`src/rtl/projection_in_wrapper.sv`:
```
// Receive-side LII wrapper: destination filter, small FWFT FIFO, TW-bit payload unpack.
// Optional receive statistics are enabled by defining LII_RX_STATS_EN.
module projection_in_wrapper #(
  parameter int         PW      = 128,
  parameter int         TW      = 72,
  parameter int         DEPTH   = 4,
  parameter logic [7:0] PAGE_ID = 8'h01
) (
  input  logic          aclk,
  input  logic          arst,
  input  logic [PW-1:0] lii_in_p0_tdata,
  input  logic          lii_in_p0_tvalid,
  output logic          lii_in_p0_tready,
  input  logic [7:0]    lii_in_p0_src,
  input  logic [7:0]    lii_in_p0_dst,
  output logic [TW-1:0] triangle_3d_stream_tdata,
  output logic          triangle_3d_stream_tvalid,
  input  logic          triangle_3d_stream_tready,
  output logic          ce,
  output logic          drop_pulse
`ifdef LII_RX_STATS_EN
  ,
  output logic [31:0]   stat_rx_cnt,
  output logic [31:0]   stat_drop_cnt,
  output logic [7:0]    stat_last_src
`endif
);

  localparam int AW = $clog2(DEPTH);
  localparam int CW = AW + 1;
  localparam logic [CW-1:0] FULL_CNT = CW'(DEPTH);

  logic [TW-1:0] r_mem [DEPTH];
  logic [AW-1:0] r_wr_ptr;
  logic [AW-1:0] r_rd_ptr;
  logic [CW-1:0] r_count;
  logic          r_drop;

  logic w_full;
  logic w_empty;
  logic w_in_hs;
  logic w_dst_match;
  logic w_wr;
  logic w_drop;
  logic w_rd;

  assign w_full      = (r_count == FULL_CNT);
  assign w_empty     = (r_count == '0);
  assign w_dst_match = (lii_in_p0_dst == PAGE_ID);

  // No full pass-through: a pop while full only frees a slot on the next cycle.
  assign lii_in_p0_tready = !w_full && !arst;
  assign w_in_hs          = lii_in_p0_tvalid && lii_in_p0_tready;
  assign w_wr             = w_in_hs && w_dst_match;
  assign w_drop           = w_in_hs && !w_dst_match;

  assign triangle_3d_stream_tvalid = !w_empty && !arst;
  assign triangle_3d_stream_tdata  = r_mem[r_rd_ptr];
  assign w_rd                      = triangle_3d_stream_tvalid && triangle_3d_stream_tready;
  assign ce                        = !w_empty && !arst;
  assign drop_pulse                = r_drop;

  always_ff @(posedge aclk) begin
    if (w_wr) begin
      r_mem[r_wr_ptr] <= lii_in_p0_tdata[TW-1:0];
    end
  end

  always_ff @(posedge aclk) begin
    if (arst) begin
      r_wr_ptr <= '0;
      r_rd_ptr <= '0;
      r_count  <= '0;
      r_drop   <= 1'b0;
    end else begin
      r_drop <= w_drop;
      if (w_wr) begin
        r_wr_ptr <= r_wr_ptr + AW'(1);
      end
      if (w_rd) begin
        r_rd_ptr <= r_rd_ptr + AW'(1);
      end
      case ({w_wr, w_rd})
        2'b10:   r_count <= r_count + CW'(1);
        2'b01:   r_count <= r_count - CW'(1);
        default: r_count <= r_count;
      endcase
    end
  end

  generate
    if (TW < PW) begin : g_hi_bits
      logic w_unused_hi;
      assign w_unused_hi = ^lii_in_p0_tdata[PW-1:TW];
    end
  endgenerate

`ifdef LII_RX_STATS_EN
  logic [31:0] r_stat_rx_cnt;
  logic [31:0] r_stat_drop_cnt;
  logic [7:0]  r_stat_last_src;

  // Last source tracks every consumed flit, including filtered ones.
  always_ff @(posedge aclk) begin
    if (arst) begin
      r_stat_rx_cnt   <= '0;
      r_stat_drop_cnt <= '0;
      r_stat_last_src <= '0;
    end else begin
      if (w_wr) begin
        r_stat_rx_cnt <= r_stat_rx_cnt + 32'd1;
      end
      if (w_drop) begin
        r_stat_drop_cnt <= r_stat_drop_cnt + 32'd1;
      end
      if (w_in_hs) begin
        r_stat_last_src <= lii_in_p0_src;
      end
    end
  end

  assign stat_rx_cnt   = r_stat_rx_cnt;
  assign stat_drop_cnt = r_stat_drop_cnt;
  assign stat_last_src = r_stat_last_src;
`else
  logic w_unused_src;
  assign w_unused_src = ^lii_in_p0_src;
`endif

endmodule

```
`config.mk`:
```
export PLATFORM = sky130hd
export DESIGN_NAME = projection_in_wrapper
export DESIGN_NICKNAME = d
export VERILOG_FILES = /design/src/rtl/projection_in_wrapper.sv
export SDC_FILE = /design/constraint.sdc
export NUM_CORES = 1
export LEC_CHECK = 0
export ABC_AREA = 1
export CAP_MARGIN = 0
export CELL_PAD_IN_SITES_DETAIL_PLACEMENT = 1
export CELL_PAD_IN_SITES_GLOBAL_PLACEMENT = 1
export CORE_MARGIN = 5
export CORE_UTILIZATION = 46
export CTS_CLUSTER_DIAMETER = 30
export DETAILED_ROUTE_END_ITERATION = 16
export MAX_ROUTING_LAYER = met4
export PLACE_DENSITY_LB_ADDON = 0.1
export REMOVE_ABC_BUFFERS = 1
export SYNTH_ARGS = -nofsm -noshare
export SYNTH_HDL_FRONTEND = slang
export SYNTH_SLANG_ARGS = --single-unit
```
`constraint.sdc`:
```
create_clock -name aclk -period 12.1 [get_ports aclk]
set_clock_uncertainty 0.05 [all_clocks]
set_input_delay 3.63 -clock aclk [delete_from_list [all_inputs] [get_ports aclk]]
set_output_delay 3.63 -clock aclk [all_outputs]
set_load 0.02 [all_outputs]
```
# == After elaboration in Yosys (flattened, before gate mapping) ==
# Memories as Yosys holds them, arrays and structs flattened. A register that Yosys moved wholly into a read port is not among the register bits.
# Index checks and enable logic that the tools add are counted.
# word_totals
regBits,8
mem_bits_rw,288
out_inout_bits,76
word_cells,30
mem_count,1
# memory_table
memory,depth,word_bits,read_ports,rd_clocked_by_memory_dff,write_ports,line,rtl
r_mem,4,72,1,1,1,33,logic [TW-1:0] r_mem [DEPTH];
# classes
n_addsub,4
eq_ne,4
n_mux,5
reduce_logical,12
# op_table
cell,count
$eq 8x1->1 const B,1
$logic_and 1x1->1,6
$pmux 3 s2,1
$add 2x1->2 const B,2
$logic_not 1->1,4
$mux 2,2
$add 3x1->3 const B,1
$eq 3x3->1 const B,1
$logic_not 3->1,1
$sub 3x1->3 const B,1
$eq 2x1->1 const B,1
$eq 2x2->1 const B,1
$mux 1,2
$reduce_bool 2->1,1

# == Longest topological paths before layout ==
# depth
ltp_word,7
depth_mapped,13
ltp_nobuf,13

# == Worst setup path after synthesis ==
# OpenSTA, ideal clock, no wires.
# synth_path
path_type,input-to-output
start,input port arst
end,output port triangle_3d_stream_tvalid
arrival_time_ns,4.237
required_time_ns,8.420
slack_ns,4.183
path_stages,2
path_buffers,1
path_cell_list,a21oi_1 > buf_4
# synth_between
elab_chain_cells,2
# synth_lines
element,line,rtl
start: declaration,10,"input logic arst,"
$logic_not 1->1,57,assign triangle_3d_stream_tvalid = !w_empty && !arst;
$logic_and 1x1->1,57,
end: declaration,17,"output logic triangle_3d_stream_tvalid,"
# Every way passes these cells.

# == Final worst setup path ==
# layout_path
start,input port arst
end,output port lii_in_p0_tready
# layout_between
elab_chain_cells,2
# layout_lines
element,line,rtl
$logic_not 1->1,52,assign lii_in_p0_tready = !w_full && !arst;
$logic_and 1x1->1,52,
end: declaration,13,"output logic lii_in_p0_tready,"
# Every way passes these cells.

==> impl_metrics.env <==
export IMPL_seq_area_frac_synth_pct=75.9
export IMPL_p_int_mw=2.22
export IMPL_outcome="finished clean"
export IMPL_synthesis_area_mm2=0.0117
export IMPL_boundaryPins=224
export IMPL_layout_setup_ws_ns=3.40
export IMPL_cts_path_max_buffers=3
export IMPL_drive_gt1_share_pct=20.5
export IMPL_hold_slack_ns=0.450
export IMPL_worstSetupStartpointType="primary input"
export IMPL_finalWirelength_um=28600
export IMPL_initial_utilization_pct=46.4
export IMPL_peakVddDrop_mv=0.149
export IMPL_tns_ns=0
export IMPL_fin_crit_sh_pct=71.9
export IMPL_rsz0062_at_grt="no"
export IMPL_hp_class="reg2reg"
export IMPL_num_vias=7152
export IMPL_power_density_mw_per_mm2=178
export IMPL_grt_overflow=0
export IMPL_critPathCaptureType="primary output"
export IMPL_grt_pass1_wl_um=44300
export IMPL_worst_ep_required_time_ns=8.42
export IMPL_cts_root_buffer="clkbuf_16"
export IMPL_clkPwrFrac_pct=56.9
export IMPL_antenna_found_initial=1
export IMPL_dr_wl_met3_um=1640
export IMPL_synth_seq_cells=298
export IMPL_finalNetCount=1111
export IMPL_syn_inst=779
export IMPL_fmax_mhz=115
export IMPL_area_delta_synth_final_pct=32.1
export IMPL_p_leak_nw=5.15
export IMPL_h_tree_depth=2
export IMPL_dp_slack_ns=3.42
export IMPL_slew_viol_final=0
export IMPL_crit_path_max_fanout=9
export IMPL_gr_usage_all_layers_pct=20.3
export IMPL_cp_arrival_ns=5.02
export IMPL_layout_min_cycle_time_ns=8.70
export IMPL_cts_made_buffers=56
export IMPL_ctsResizeCount=0
export IMPL_drt_iter0_markers=419
export IMPL_hold_viol=0
export IMPL_cts_tree="built"
export IMPL_p_sw_share_pct=18.9
export IMPL_die_width_um=169
export IMPL_vias_per_cell=5.36
export IMPL_post_cts_buffers=0
export IMPL_die_y_um=169
export IMPL_final_antenna_net_count=0
export IMPL_ys_warn_count=0
export IMPL_drc=0
export IMPL_holdBufCountCts=0
export IMPL_syn_area_per_cell_um2=15.0
export IMPL_wire_per_inst_um=21.4
export IMPL_setup_viol=0
export IMPL_power_frac_seq_pct=41.4
export IMPL_top_layer="met4"
export IMPL_port_buffers=159
export IMPL_crit_type="in2out"
export IMPL_met2_length_um=14900
export IMPL_switchingPower_mw=0.516
export IMPL_gp_congestion=0.700
export IMPL_dieArea_mm2=0.0286
export IMPL_dp_hpwl_um=15300
export IMPL_fillCellCount=2333
export IMPL_wl_met1_um=11600
export IMPL_dr_pass1_iters=4
export IMPL_num_rows=58
export IMPL_core_area_mm2=0.0251
export IMPL_synth_cell_types=25
export IMPL_path_clk_slew_ns=0.04
export IMPL_cap_viol_max_count=0
export IMPL_cts_sinks=298
export IMPL_clock_latency_ns=0.54
export IMPL_grt_max_degree=83
export IMPL_maxSlewHeadroom_pct=31.7
export IMPL_worst_slew_pin_slew_ns=1.02
export IMPL_combPwrFrac_pct=1.6
export IMPL_grt_pass1_vias=8077
==> state kept, by name (all words and copies together) (netlist names), named ones only <==
register / flops
r_mem: 288
drop_pulse: 1
r_count: 3
r_rd_ptr: 2
r_wr_ptr: 2
==> kinds of logic after synthesis <==
kind of cell    synth area share [%]
compound gates                  13.2
xor+xnor                      0.0751
fa+ha+maj                      0.708
buf+inv                         3.25
flops                           75.9
simple gates                    6.90
==> worst paths after layout <==
| check | from | to | slack (ns) | cells after the start |
|---|---|---|---|---|
| worst max register to register | r_count[1] | r_mem[0][23] | 9.15 | 7 |
| worst min-delay path | r_rd_ptr[1] | flip-flop | 0.45 | 2 |
| worst min register to register | r_rd_ptr[1] | flip-flop | 0.45 | 2 |
| worst max-delay path | arst | lii_in_p0_tready | 3.40 | 5 |
==> critical path: stages <==
cell and delay [ns]:
clkdlybuf4s50_1 0.47, inv_2 0.16, nand2_1 0.09, inv_1 0.07, clkdlybuf4s50_1 0.60
==> area by class of cell <==
class	instances	area, µm²	share of cell area, %
Sequential cell	298	8850	57.5
Multi-Input combinational cell	412	2460	16.0
Timing Repair Buffer	167	1650	10.7
Clock buffer	66	1480	9.62
Clock inverter	39	450	2.92
Tap cell	330	413	2.68
Inverter	22	90.1	0.585
Antenna cell	1	2.50	0.0162
==> layout by cell type, fill, tap and decap left out, types with 9 or more instances in the layout <==
| cell | netlist | layout |
|---|---|---|
| o22ai_2 | 50 | 50 |
| nor2_1 | 110 | 106 |
| nor2_2 | 51 | 51 |
| clkinv_1 | 0 | 10 |
| nand2_1 | 11 | 11 |
| o22ai_1 | 22 | 22 |
| edfxtp_1 | 288 | 288 |
| clkbuf_16 | 0 | 58 |
| bufinv_16 | 0 | 9 |
| o21ai_0 | 138 | 138 |
| clkdlybuf4s50_1 | 0 | 159 |
| inv_1 | 18 | 18 |
| o21ai_1 | 10 | 10 |
==> stage by stage <==
| stage | cells | utilization (%) | area [µm²] | power, mW |
|---|---|---|---|---|
| final | 1335 | 61.4 | 15400 | 2.74 |
| after global routing | 1335 | 61.4 | 15400 | 2.82 |
| after CTS | 1334 | 61.4 | 15400 | 2.76 |
| after detailed placement | 1229 | 53.7 | 13500 | 1.20 |
| after global placement | 1229 | 53.7 | 13500 | 1.19 |
| after floorplan | 732 | - | 11400 | 1.16 |
==> power groups by stage <==
stage               clock network (mW)  registers (mW)  logic [mW]
finish                            1.56            1.13      0.0448
global route                      1.65            1.13      0.0474
CTS                               1.58            1.13      0.0448
detailed placement                   0            1.15      0.0441
global placement                     0            1.15      0.0406
floorplan                            0            1.15     0.00419
==> cells in the mapped netlist <==
master      n  area share [%]
edfxtp_1  288              74
o21ai_0   138             5.9
nor2_1    110             3.5
nor2_2     51             2.7
o22ai_2    50             5.4
o22ai_1    22             1.2
inv_1      18            0.58
buf_2      17            0.73
clkbuf_1   13            0.42
nand2_1    11            0.35
dfxtp_1    10             1.7
o21ai_1    10            0.43
buf_6       8            0.77
a21oi_1     7            0.30
clkbuf_2    6            0.26
ha_1        5            0.54
nand3_1     5            0.21
buf_4       2            0.13
inv_2       2           0.064
buf_12      1            0.17
fa_1        1            0.17
inv_4       1           0.054
inv_6       1           0.075
nand4_1     1           0.054
xor2_1      1           0.075
==> per-layer routing <==
layer / vias up / global-route usage [%]
met2: 201 / 35.0
met3: 49 / 4.71
met1: 3620 / 24.1
met5: - / -
li1: 3282 / -
met4: 0 / 5.46
(Power assumes the default switching activity.)
